`src/rtl/booth_r16_digit_encoder_if.sv`:
```
// rtl/booth_r16_digit_encoder_if.sv - Booth digit-select package and encoder handshake interface
//
// mul_pkg::booth_sel_t : magnitude of a radix-16 Booth digit, i.e. which multiple of A to pick.
// booth_r16_digit_encoder_if : operand-in / digit-out handshake bundle.
//   flush                 synchronous abort request
//   in_valid/in_ready     operand handshake, in_b carries the unsigned multiplier
//   dig_valid/dig_ready   digit handshake, dig_sel/dig_neg/dig_idx/dig_last carry the digit
//   busy                  encoder is streaming digits
//   modport slave  : the encoder side
//   modport master : the operand producer / digit consumer side

package mul_pkg;
  typedef enum logic [3:0] {
    PP_0  = 4'd0,
    PP_A  = 4'd1,
    PP_2A = 4'd2,
    PP_3A = 4'd3,
    PP_4A = 4'd4,
    PP_5A = 4'd5,
    PP_6A = 4'd6,
    PP_7A = 4'd7,
    PP_8A = 4'd8
  } booth_sel_t;
endpackage

interface booth_r16_digit_encoder_if #(
  parameter int WIDTH = 52
);
  localparam int NDIG = WIDTH / 4 + 1;
  localparam int IDXW = $clog2(NDIG);

  logic                flush;
  logic                in_valid;
  logic                in_ready;
  logic [WIDTH-1:0]    in_b;
  logic                dig_valid;
  logic                dig_ready;
  mul_pkg::booth_sel_t dig_sel;
  logic                dig_neg;
  logic [IDXW-1:0]     dig_idx;
  logic                dig_last;
  logic                busy;

  modport slave (
    input  flush, in_valid, in_b, dig_ready,
    output in_ready, dig_valid, dig_sel, dig_neg, dig_idx, dig_last, busy
  );

  modport master (
    output flush, in_valid, in_b, dig_ready,
    input  in_ready, dig_valid, dig_sel, dig_neg, dig_idx, dig_last, busy
  );
endinterface

```
`src/rtl/booth_r16_digit_encoder.sv`:
```
// rtl/booth_r16_digit_encoder.sv - Sequential radix-16 Booth recoder, one digit per handshake
//
// Accepts an unsigned WIDTH-bit multiplier and streams NDIG = WIDTH/4+1 Booth digits, LSB first.
// Ports:
//   clk    rising-edge clock
//   rst_n  asynchronous active-low reset
//   bus    booth_r16_digit_encoder_if.slave
//          in:  flush, in_valid, in_b, dig_ready
//          out: in_ready, dig_valid, dig_sel, dig_neg, dig_idx, dig_last, busy

module booth_r16_digit_encoder #(
  parameter int WIDTH = 52
) (
  input  logic                        clk,
  input  logic                        rst_n,
  booth_r16_digit_encoder_if.slave    bus
);
  localparam int NDIG = WIDTH / 4 + 1;
  localparam int IDXW = $clog2(NDIG);
  // 4*NDIG operand bits plus the implicit b[-1] in bit 0
  localparam int SRW  = 4 * NDIG + 1;

  typedef enum logic {IDLE = 1'b0, RUN = 1'b1} state_t;

  state_t              state;
  state_t              state_nxt;
  logic [SRW-1:0]      sr;
  logic [SRW-1:0]      ld_vec;
  logic [IDXW-1:0]     idx_q;
  mul_pkg::booth_sel_t sel_q;
  logic                neg_q;
  logic                accept;
  logic                advance;
  logic                at_last;
  logic [4:0]          enc_ld;
  logic [4:0]          enc_nx;

  // Returns {neg, |d|} for a 5-bit overlapping window; a zero digit is never negative,
  // because neg is derived from the signed sum rather than from the window's top bit.
  function automatic logic [4:0] encode(input logic [4:0] w);
    int d;
    int m;
    d = -8 * int'(w[4]) + 4 * int'(w[3]) + 2 * int'(w[2]) + int'(w[1]) + int'(w[0]);
    m = (d < 0) ? -d : d;
    return {(d < 0), m[3:0]};
  endfunction

  assign ld_vec  = {{(SRW - 1 - WIDTH){1'b0}}, bus.in_b, 1'b0};
  assign accept  = (state == IDLE) && bus.in_valid && !bus.flush;
  assign advance = (state == RUN) && bus.dig_ready && !bus.flush;
  assign at_last = (idx_q == IDXW'(NDIG - 1));
  assign enc_ld  = encode(ld_vec[4:0]);
  // Window of the next digit: the register after a 4-bit right shift
  assign enc_nx  = encode(sr[8:4]);

  // State register
  always_ff @(posedge clk or negedge rst_n) begin
    if (!rst_n) begin
      state <= IDLE;
    end else begin
      state <= state_nxt;
    end
  end

  // Next-state logic; flush wins over everything
  always_comb begin
    state_nxt = state;
    if (bus.flush) begin
      state_nxt = IDLE;
    end else begin
      case (state)
        IDLE:    if (accept) state_nxt = RUN;
        RUN:     if (advance && at_last) state_nxt = IDLE;
        default: state_nxt = IDLE;
      endcase
    end
  end

  // Output logic
  always_comb begin
    bus.in_ready  = (state == IDLE);
    bus.dig_valid = (state == RUN);
    bus.busy      = (state == RUN);
  end

  // Datapath: shift register, digit index and registered digit outputs.
  // On the final handshake the digit registers are left as they are; dig_valid drops anyway.
  always_ff @(posedge clk or negedge rst_n) begin
    if (!rst_n) begin
      sr    <= '0;
      idx_q <= '0;
      sel_q <= mul_pkg::PP_0;
      neg_q <= 1'b0;
    end else if (bus.flush) begin
      sr    <= '0;
      idx_q <= '0;
      sel_q <= mul_pkg::PP_0;
      neg_q <= 1'b0;
    end else if (accept) begin
      sr    <= ld_vec;
      idx_q <= '0;
      sel_q <= mul_pkg::booth_sel_t'(enc_ld[3:0]);
      neg_q <= enc_ld[4];
    end else if (advance && !at_last) begin
      sr    <= sr >> 4;
      idx_q <= idx_q + 1'b1;
      sel_q <= mul_pkg::booth_sel_t'(enc_nx[3:0]);
      neg_q <= enc_nx[4];
    end
  end

  assign bus.dig_sel  = sel_q;
  assign bus.dig_neg  = neg_q;
  assign bus.dig_idx  = idx_q;
  assign bus.dig_last = at_last;

endmodule

```
`src/flat_wrapper.sv`:
```
// flat-port wrapper written by rule: the top's interface ports become plain ports
module booth_r16_digit_encoder_flat 
#(
  parameter int WIDTH = 52
)
  (clk, rst_n, bus_flush, bus_in_valid, bus_in_b, bus_dig_ready, bus_in_ready, bus_dig_valid, bus_dig_sel, bus_dig_neg, bus_dig_idx, bus_dig_last, bus_busy);
  booth_r16_digit_encoder_if #(.WIDTH(WIDTH)) bus_i ();
  input  logic clk;
  input  logic rst_n;
  input wire logic [$bits(bus_i.flush)-1:0] bus_flush;
  input wire logic [$bits(bus_i.in_valid)-1:0] bus_in_valid;
  input wire logic [$bits(bus_i.in_b)-1:0] bus_in_b;
  input wire logic [$bits(bus_i.dig_ready)-1:0] bus_dig_ready;
  output wire logic [$bits(bus_i.in_ready)-1:0] bus_in_ready;
  output wire logic [$bits(bus_i.dig_valid)-1:0] bus_dig_valid;
  output wire logic [$bits(bus_i.dig_sel)-1:0] bus_dig_sel;
  output wire logic [$bits(bus_i.dig_neg)-1:0] bus_dig_neg;
  output wire logic [$bits(bus_i.dig_idx)-1:0] bus_dig_idx;
  output wire logic [$bits(bus_i.dig_last)-1:0] bus_dig_last;
  output wire logic [$bits(bus_i.busy)-1:0] bus_busy;
  assign bus_i.flush = bus_flush;
  assign bus_i.in_valid = bus_in_valid;
  assign bus_i.in_b = bus_in_b;
  assign bus_i.dig_ready = bus_dig_ready;
  assign bus_in_ready = bus_i.in_ready;
  assign bus_dig_valid = bus_i.dig_valid;
  assign bus_dig_sel = bus_i.dig_sel;
  assign bus_dig_neg = bus_i.dig_neg;
  assign bus_dig_idx = bus_i.dig_idx;
  assign bus_dig_last = bus_i.dig_last;
  assign bus_busy = bus_i.busy;
  booth_r16_digit_encoder #(.WIDTH(WIDTH)) u_core (.clk(clk), .rst_n(rst_n), .bus(bus_i));
endmodule
```
`config.mk`:
```
export PLATFORM = sky130hd
export DESIGN_NAME = booth_r16_digit_encoder_flat
export DESIGN_NICKNAME = d
export VERILOG_FILES = /design/src/rtl/booth_r16_digit_encoder_if.sv /design/src/rtl/booth_r16_digit_encoder.sv /design/src/flat_wrapper.sv
export SDC_FILE = /design/constraint.sdc
export NUM_CORES = 1
export LEC_CHECK = 0
export BUFFER_PORTS_ARGS = -buffer_cell sky130_fd_sc_hd__buf_2
export CAP_MARGIN = 20
export CORE_MARGIN = 1.5
export CORE_UTILIZATION = 50
export CTS_CLUSTER_DIAMETER = 40
export DETAILED_ROUTE_END_ITERATION = 10
export HOLD_SLACK_MARGIN = 0.06
export MAX_ROUTING_LAYER = met4
export PLACE_DENSITY = 0.73
export SETUP_SLACK_MARGIN = 0.4
export SYNTH_ARGS = -nofsm -noshare
export SYNTH_HDL_FRONTEND = slang
export SYNTH_SLANG_ARGS = --single-unit
```
`constraint.sdc`:
```
create_clock -name clk -period 3.1 [get_ports clk]
set_input_delay 0.155 -clock clk [delete_from_list [all_inputs] [get_ports clk]]
set_output_delay 0.155 -clock clk [all_outputs]
set_load 0.01 [all_outputs]
```
==> results of run 1 <==
==> cells by family (layout without fill, tap and decap cells) <==
family / count (synthesis) / count (layout) / share of synthesized area, %
flops: 59 / 59 / 49.04
xor+xnor: 7 / 7 / 2.037
buf+inv: 36 / 100 / 6.608
compound gates: 62 / 62 / 16.50
fa+ha+maj: 7 / 7 / 2.909
simple gates: 171 / 171 / 22.57
mux: 1 / 1 / 0.3325
==> metrics by stage <==
stage               worst slack (ns)  instances  power [uW]  hold slack (ns)
detailed placement            0.8377        461        1151           0.2300
global placement              0.9508        461        1146           0.2222
finish                        0.7735        482        1942          0.08404
global route                  0.5541        482        2035          0.07727
CTS                           0.7756        482        1954          0.07252
floorplan                      1.353        343        1051          -0.1406
==> repair_timing <==
item | 4_1_cts | 5_1_grt
hold endpoints to repair | 33 | 0
resized for setup | 0 | 0
setup buffers | 0 | 0
hold buffers | 5 | 0
==> worst register-to-register path, stage by stage (launching register included) <==
cell and delay [ns]:
dfrtp_1 0.43, inv_1 0.08, ha_1 0.13, and3_1 0.25
or2_2 0.79, nand2_1 0.19, a311oi_1 0.34
==> routing by layer <==
metal	GRT usage, %	part of all wire, %	up-vias
li1	-	-	1301
met1	32.92	46	1310
met2	36.81	46	105
met3	7.841	6.4	18
met4	8.793	2.0	0
met5	-	0	-
==> power by group <==
| group | total [uW] | internal [uW] | switching (uW) |
|---|---|---|---|
| Sequential | 870 | 830 | 39.3 |
| Combinational | 274 | 110 | 164 |
| Clock | 798 | 492 | 306 |
| Total | 1940 | 1430 | 510 |
==> sequential cells by signal (all words and copies together) (netlist names) <==
register,flops
u_core.bus.dig_neg,1
u_core.bus.dig_sel,4
u_core.bus.dig_idx,4
u_core.sr,49
u_core.bus.busy,1
==> placed cells by master, fill, tap and decap left out, types with 3 or more instances in the layout <==
cell type / Yosys / layout
a21oi_1: 8 / 8
a311oi_1: 45 / 45
buf_2: 3 / 69
clkbuf_8: 0 / 11
clkinv_2: 0 / 3
dfrtp_1: 59 / 59
dlygate4sd3_1: 0 / 5
ha_1: 7 / 7
inv_1: 5 / 5
nand2_1: 104 / 103
nand3_1: 5 / 5
nor2_1: 51 / 51
xnor2_1: 3 / 3
xor2_1: 4 / 4
==> final cells by class <==
type	count	area (sq um)
fillers	534	2243
flip-flops and latches	59	1476
multi-input cells	248	1338
repair buffers	78	450.4
clock buffers	11	151.4
well taps	75	93.84
clock inverters	5	75.07
inverters	6	22.52
==> worst max path at each step <==
stage,from,depth (start not counted),end,slack (ns)
floorplan,u_core.bus.dig_idx[0],8,u_core.bus.dig_idx[1],1.35
CTS,u_core.bus.dig_idx[1],6,u_core.sr[17],0.78
finish,u_core.bus.dig_idx[1],6,u_core.sr[17],0.77
global placement,u_core.bus.dig_idx[1],6,u_core.sr[47],0.95
detailed placement,u_core.bus.dig_idx[1],6,u_core.sr[48],0.84
global route,u_core.bus.dig_idx[1],6,u_core.sr[32],0.55
==> flow_summary.json, run 1 <==
{
  "fin_crit_ns": 2.326,
  "r2r_slack_ns": 0.77,
  "synth_area_leaders": "dfrtp_1 (49%), a311oi_1 (13%), nand2_1 (13%), nor2_1 (6.4%), ha_1 (2.9%)",
  "place_congestion": 0.7871,
  "ys_types": 30,
  "clock-root-buffer": "clkbuf_8",
  "cts_tree": "yes",
  "area_delta_synth_final_pct": 19.83,
  "fmax_mhz": 429.8,
  "antenna_found_initial": 0,
  "rr_endpoint": "u_core.sr[17]",
  "first_pass_iters": 5,
  "yosysTopAreaCell": "dfrtp_1",
  "finalHoldViolCount": 0,
  "first_global_vias": 2519,
  "row_count": 28,
  "die_w_um": 80.60,
  "critical_path.cell_chain": "inv_1, ha_1, and3_1, or2_2, nand2_1, a311oi_1",
  "clock_latency_ns": 0.35,
  "end_kind": "flip-flop",
  "synth_flop_cell": "dfrtp_1",
  "rsz0062_at_grt": "false",
  "skew_ns": 0.006591,
  "synth_edf_count": 0,
  "syn_nets": 407,
  "groute.usage.overall_pct": 25.11,
  "synthCells": 343,
  "rr_worst_depth": 6,
  "start_kind": "flip-flop",
  "fin_area_sq_mm": 0.003607,
  "hp-start": "bus_in_b[35]",
  "leakage_uw": 0.001650,
  "min_path_type": "in -> reg",
  "slew_viol_final": 0,
  "core-area_sq_mm": 0.005851,
  "finalSetupViolations": 0,
  "synth_top_area_share_pct": 49.04,
  "max_slew_margin_pct": 33.65,
  "drtAntennaViolNets": 0,
  "worstHoldPathCells": 3,
  "num-nets-final": 466,
  "dpl_cell_area_sq_mm": 0.003331,
  "initial_core_util_pct": 51.45,
  "crit_type": "reg -> reg",
  "cp_slowest_cell": "or2_2",
  "grt-ovfl-total": 0,
  "io_pins": 70,
  "avgRoutedWirePerCell_um": 14.82,
  "yosys-top-cells-count": "nand2_1 (104), dfrtp_1 (59), nor2_1 (51)",
  "die_area_sq_mm": 0.006496,
  "drt-initial-drc-count": 197,
  "critPathMaxFanout": 54,
  "tightest_slew_ns": 0.9952,
  "worstPathArrival_ns": 2.56,
  "io_buffers": 69,
  "yosys_warnings": 0,
  "numCtsBuffers": 9,
  "cp_top_family": "simple AND/OR/NAND/NOR gates",
  "finish.utilization_pct": 61.66,
  "min_to": "u_core.sr[36]",
  "diodes": 0,
  "ir_drop_mv": 0.2803,
  "finalSetupTns_ns": 0,
  "netlist_area_sq_mm": 0.003010,
  "dp_hpwl_um": 4522,
  "vias": 2734,
  "syn_avg_cell_area_sq_um": 8.777,
  "chipHeight_um": 80.60,
  "path_clk_slew_ns": 0.07,
  "drc_errors": 0,
  "ys_seq_elements": 59,
  "yosysSeqAreaShare_pct": 49.04,
  "grt_pass1_wl_um": 11940,
  "p_per_area_mw_per_mm2": 538.4,
  "worstReg2RegStart": "u_core.bus.dig_idx[1]",
  "wl_um": 7141,
  "clock_sinks": 59,
  "fin_crit_sh_pct": 75.05,
  "ctsHtreeMaxLevel": 3,
  "critPathBufInv": 1,
  "required_ns": 3.33,
  "avgViaCountPerCell": 5.672,
  "status": "finished clean",
  "cts_max_path_buffers": 2,
  "grt_max_degree": 61,
  "slowest_delay_ns": 0.79,
  "yosysMostFrequentCell": "nand2_1",
  "async_flop_share_pct": 100.0,
  "drive_gt1_share_pct": 22.85,
  "maxCapViolCount": 0
}
Power figures use the tool's default switching activity.
==> inputs of run 2 (changes only) <==
==> constraint.sdc (replaced) <==
create_clock -name clk -period 2.15 [get_ports clk]
set_input_delay 0.1075 -clock clk [delete_from_list [all_inputs] [get_ports clk]]
set_output_delay 0.1075 -clock clk [all_outputs]
set_load 0.01 [all_outputs]
==> flow_summary.json, run 2 (synthesized netlist as in run 1, its figures left out) <==
{
  "dp_hpwl_um": 4729,
  "initial_core_util_pct": 51.45,
  "drc_errors": 0,
  "io_buffers": 69,
  "cts_tree": "yes",
  "status": "finished clean",
  "max_slew_margin_pct": 44.94,
  "grt_max_degree": 101,
  "area_delta_synth_final_pct": 35.54,
  "grt_pass1_wl_um": 12330,
  "min_path_type": "in -> reg",
  "hp-start": "bus_in_b[3]",
  "worstHoldPathCells": 3,
  "end_kind": "flip-flop",
  "cp_common_cell": "ha_4",
  "drive_gt1_share_pct": 26.23,
  "finalSetupViolations": 0,
  "skew_ns": 0.005808,
  "finalHoldViolCount": 0,
  "rr_worst_depth": 8,
  "cts_max_path_buffers": 2,
  "place_congestion": 0.7602,
  "core-area_sq_mm": 0.005851,
  "cp_slowest_cell": "dfrtp_1",
  "rr_endpoint": "u_core.bus.dig_sel[2]",
  "diodes": 0,
  "start_kind": "flip-flop",
  "fin_crit_sh_pct": 84.56,
  "clock_latency_ns": 0.34,
  "critPathMaxFanout": 2,
  "final_common_cell": "nand2_1",
  "die_w_um": 80.60,
  "worstPathArrival_ns": 2.06,
  "critPathBufInv": 1,
  "vias": 2909,
  "first_pass_iters": 5,
  "die_area_sq_mm": 0.006496,
  "crit_type": "reg -> reg",
  "tightest_slew_ns": 0.8259,
  "dpl_cell_area_sq_mm": 0.003368,
  "ctsHtreeMaxLevel": 3,
  "p_per_area_mw_per_mm2": 641.5,
  "first_global_vias": 2615,
  "worstReg2RegStart": "u_core.sr[4]",
  "rsz0062_at_grt": "true",
  "groute.usage.overall_pct": 26.12,
  "largest_reg_flops": 49,
  "layout_common_cells": "nand2_1 (102), buf_2 (69), dfrtp_1 (59), nor2_1 (51), a311oi_1 (42)",
  "clock-root-buffer": "clkbuf_8",
  "fin_crit_ns": 1.818,
  "leakage_uw": 0.001830,
  "fin_area_sq_mm": 0.004080,
  "antenna_found_initial": 0,
  "drtAntennaViolNets": 0,
  "avgRoutedWirePerCell_um": 15.94,
  "r2r_slack_ns": 0.33,
  "cp_top_family": "adder cells",
  "critical_path.cell_chain": "ha_4, ha_4, inv_4, ha_4, nand2b_4, xnor2_2, nand2_2, a221oi_2",
  "slowest_delay_ns": 0.43,
  "wl_um": 8307,
  "maxCapViolCount": 0,
  "chipHeight_um": 80.60,
  "path_clk_slew_ns": 0.06,
  "numCtsBuffers": 9,
  "ir_drop_mv": 0.3664,
  "min_to": "u_core.bus.dig_sel[3]",
  "drt-initial-drc-count": 314,
  "clock_sinks": 59,
  "slew_viol_final": 0,
  "fmax_mhz": 550.0,
  "num-nets-final": 505,
  "required_ns": 2.39,
  "row_count": 28,
  "finalSetupTns_ns": 0,
  "avgViaCountPerCell": 5.583,
  "grt-ovfl-total": 0,
  "regMostFlops": "u_core.sr",
  "io_pins": 70
}
run 2: cell count changes in the layout (fill, tap and decap cells not counted), sizes merged:
cell         previous run  this run
buf                    73        84
dlygate4sd3             5        30
bufinv                  2         0
clkbuf                 11        16
run 2: worst max-delay path by stage:
stage | depth (start not counted) | endpoint | startpoint | slack (ns)
2_1_floorplan | 8 | u_core.bus.dig_idx[1] | u_core.bus.dig_idx[0] | 0.40
3_3_place_gp | 7 | u_core.sr[9] | u_core.bus.dig_idx[1] | 0.29
3_5_place_dp | 7 | u_core.sr[45] | u_core.bus.dig_idx[1] | 0.20
4_1_cts | 6 | u_core.sr[45] | u_core.bus.dig_idx[0] | 0.38
5_1_grt | 8 | u_core.bus.dig_sel[2] | u_core.sr[4] | 0.28
6_report | 8 | u_core.bus.dig_sel[2] | u_core.sr[4] | 0.33
run 2: per-stage QoR:
stage / instances / power, uW / hold WS (ns) / worst slack, ns / util [%]
floorplan: 343 / 1515 / -0.1881 / 0.4033 / -
CTS: 514 / 2566 / 0.06188 / 0.3814 / 66.94
detailed placement: 466 / 1667 / 0.2420 / 0.2001 / 57.57
global route: 521 / 2743 / 0.06035 / 0.2799 / 69.74
finish: 521 / 2617 / 0.05889 / 0.3319 / 69.74
global placement: 466 / 1660 / 0.2488 / 0.2937 / 57.57
run 2: worst register-to-register path: stages, from the launching register on:
cell and delay (ns):
dfrtp_1 0.43, ha_4 0.20, ha_4 0.28, inv_4 0.04
ha_4 0.14, nand2b_4 0.13, xnor2_2 0.15, nand2_2 0.09
a221oi_2 0.26
run 2: final cells by class:
type	instances	area [sq um]
sequential	59	1476
fill	455	1770
clock inverter	3	15.01
inverter	6	25.02
clock buffer	13	138.9
timing repair buffer	117	895.9
tap	75	93.84
multi-input combinational	248	1435
run 2: timing repair:
action                                  CTS  global route
endpoints found under the setup margin   43            48
resized for setup                        14            11
pin swaps                                 6             8
endpoints found under the hold margin    63             0
setup buffers                             2             4
hold buffers                             30             0
cloned                                    0             3
run 2: power breakdown:
part           internal, uW  switching [uW]  total, uW
logic                   245             278        523
clock network           413             426        839
registers              1200            57.7       1260
run 2: layer usage:
layer	share of wire [%]	vias to the layer above	global-route usage, %
met2	49	115	39.58
met3	7.4	13	7.273
met4	1.5	0	8.448
met5	0	-	-
li1	-	1386	-
met1	42	1395	34.01
==> inputs of run 3 (changes only) <==
--- a/config.mk
+++ b/config.mk
@@ -8,7 +8,7 @@
 export BUFFER_PORTS_ARGS = -buffer_cell sky130_fd_sc_hd__buf_2
 export CAP_MARGIN = 20
 export CORE_MARGIN = 1.5
-export CORE_UTILIZATION = 50
+export CORE_UTILIZATION = 48
 export CTS_CLUSTER_DIAMETER = 40
 export DETAILED_ROUTE_END_ITERATION = 10
 export HOLD_SLACK_MARGIN = 0.06
==> constraint.sdc (replaced) <==
create_clock -name clk -period 1.6 [get_ports clk]
set_input_delay 0.08 -clock clk [delete_from_list [all_inputs] [get_ports clk]]
set_output_delay 0.08 -clock clk [all_outputs]
set_load 0.01 [all_outputs]
==> flow_summary.json, run 3 (synthesized netlist as in run 1, its figures left out) <==
{
  "power_frac_seq_pct": 39.1,
  "required_ns": 1.88,
  "antenna_found_initial": 0,
  "num-nets-final": 551,
  "core-area_sq_mm": 0.005991,
  "min_path_type": "in -> reg",
  "drive_gt1_share_pct": 48.78,
  "slowest_delay_ns": 0.43,
  "dp_hpwl_um": 4939,
  "die_area_sq_mm": 0.006756,
  "skew_ns": 0.01187,
  "leakage_uw": 0.002389,
  "tightest_slew_ns": 0.5877,
  "groute.usage.overall_pct": 31.16,
  "finalSetupViolations": 55,
  "final_common_cell": "buf_2",
  "maxCapViolCount": 0,
  "chipHeight_um": 82.20,
  "p_clk_share_pct": 36.3,
  "p_per_area_mw_per_mm2": 828.8,
  "max_slew_margin_pct": 60.82,
  "vias": 3429,
  "worstPathArrival_ns": 2.10,
  "first_pass_iters": 5,
  "largest_reg_flops": 49,
  "cp_top_family": "compound AO/OA/AOI/OAI gates",
  "io_buffers": 69,
  "status": "finished, violations left",
  "grt_pass1_wl_um": 14860,
  "grt-ovfl-total": 0,
  "fmax_mhz": 547.6,
  "drt-initial-drc-count": 264,
  "place_congestion": 0.7952,
  "finalHoldViolCount": 0,
  "fin_crit_sh_pct": 114.1,
  "violations": "negative setup slack",
  "rsz0062_at_grt": "true",
  "combPwrFrac_pct": 24.6,
  "ir_drop_mv": 0.7466,
  "p_sw_uw": 1314,
  "drtAntennaViolNets": 0,
  "crit_type": "reg -> reg",
  "swShare_pct": 29.65,
  "clock-root-buffer": "clkbuf_8",
  "ctsHtreeMaxLevel": 3,
  "end_kind": "flip-flop",
  "critPathMaxFanout": 2,
  "row_count": 28,
  "critPathBufInv": 0,
  "layout_common_cells": "buf_2 (68), nand2_1 (58), dfrtp_1 (57), nor2_1 (50), dlygate4sd3_1 (50)",
  "worst_slack_ns": -0.2262,
  "cts_max_path_buffers": 2,
  "first_global_vias": 3111,
  "avgRoutedWirePerCell_um": 21.28,
  "slew_viol_final": 0,
  "fin_crit_ns": 1.826,
  "drc_errors": 0,
  "path_clk_slew_ns": 0.08,
  "clock_sinks": 59,
  "intPower_uw": 3117,
  "clock_latency_ns": 0.36,
  "numCtsBuffers": 9,
  "start_kind": "flip-flop",
  "grt_max_degree": 48,
  "critical_path.cell_chain": "ha_4, ha_4, xor2_1, o31ai_1, xor2_1, mux2i_1, o21ai_1",
  "die_w_um": 82.20,
  "regMostFlops": "u_core.sr",
  "avgViaCountPerCell": 6.048,
  "initial_core_util_pct": 50.25,
  "finish.utilization_pct": 89.24,
  "wl_um": 12070,
  "whs_ns": 0.05988,
  "cts_tree": "yes",
  "diodes": 0,
  "io_pins": 70,
  "area_delta_synth_final_pct": 77.60,
  "cp_slowest_cell": "dfrtp_1"
}
## run 3: cell count changes in the layout (fill, tap and decap cells not counted), moves of 3 or more
cell           previous run  this run
a21oi_1                   7         4
buf_12                    5        13
a311oi_2                  3        40
buf_16                    0         6
nand2_1                 102        58
nand3_1                   5         1
a311oi_1                 42         5
nand2_2                   2        30
dlygate4sd3_1            30        50
a21oi_2                   1         4
nand2_4                   0        16
buf_6                     0         9
clkbuf_1                  4         0
## run 3: routing by layer
metal	part of all wire [%]	track usage [%]
met4	4.6	13.05
met3	5.4	6.923
met5	0	-
met2	52	54.07
met1	38	34.37
## run 3: repair_timing
action | in CTS | in global routing
pin swaps | 28 | 37
hold buffers | 50 | 0
gates resized for setup | 52 | 91
setup buffers | 8 | 6
endpoints found under the hold margin | 108 | 0
cloned | 6 | 6
setup endpoints to repair | 59 | 60
## run 3: through the flow
stage                     area [sq um]  instances  power (uW)  worst slack, ns  setup TNS, ns
after floorplan                   3078        343        2057         -0.04896         -1.846
after CTS                         4748        555        4106         -0.09028         -1.545
after global routing              5346        567        4569          -0.2667         -8.815
after detailed placement          3558        475        2307          -0.1060         -1.178
final                             5346        567        4431          -0.2262         -5.730
after global placement            3558        475        2294         -0.07418        -0.1675
## run 3: power by group through the flow
stage | Combinational [uW] | Sequential (uW) | Clock [uW]
4_1_cts | 841 | 1690 | 1580
5_1_grt | 1150 | 1740 | 1680
3_5_place_dp | 600 | 1710 | 0
6_report | 1090 | 1730 | 1610
3_3_place_gp | 589 | 1700 | 0
2_1_floorplan | 362 | 1700 | 0
## run 3: path summary, 6_finish.rpt
| check | from | cells after the start | to | slack, ns |
|---|---|---|---|---|
| max | u_core.sr[4] | 7 | u_core.bus.dig_sel[3] | -0.23 |
| min | bus_in_b[45] | 3 | u_core.sr[46] | 0.06 |
| max reg2reg | u_core.sr[4] | 7 | u_core.bus.dig_sel[3] | -0.23 |
| min reg2reg | u_core.sr[36] | 2 | u_core.sr[36] | 0.57 |
| max in group asynchronous | rst_n | 3 | u_core.bus.dig_idx[1] | 0.86 |
| min in group asynchronous | rst_n | 2 | u_core.sr[43] | 0.16 |
## run 3: tightest hold or removal path: stages
cell and delay [ns]:
buf_2 0.10, nor2_1 0.13, a311oi_2 0.07
## run 3: layout make-up
class	instances	area, sq um
Clock inverter	5	75.07
Multi-Input combinational cell	248	1924
Tap cell	75	93.84
Inverter	6	25.02
Fill cell	254	644.4
Timing Repair Buffer	163	1598
Clock buffer	11	151.4
Sequential cell	59	1479
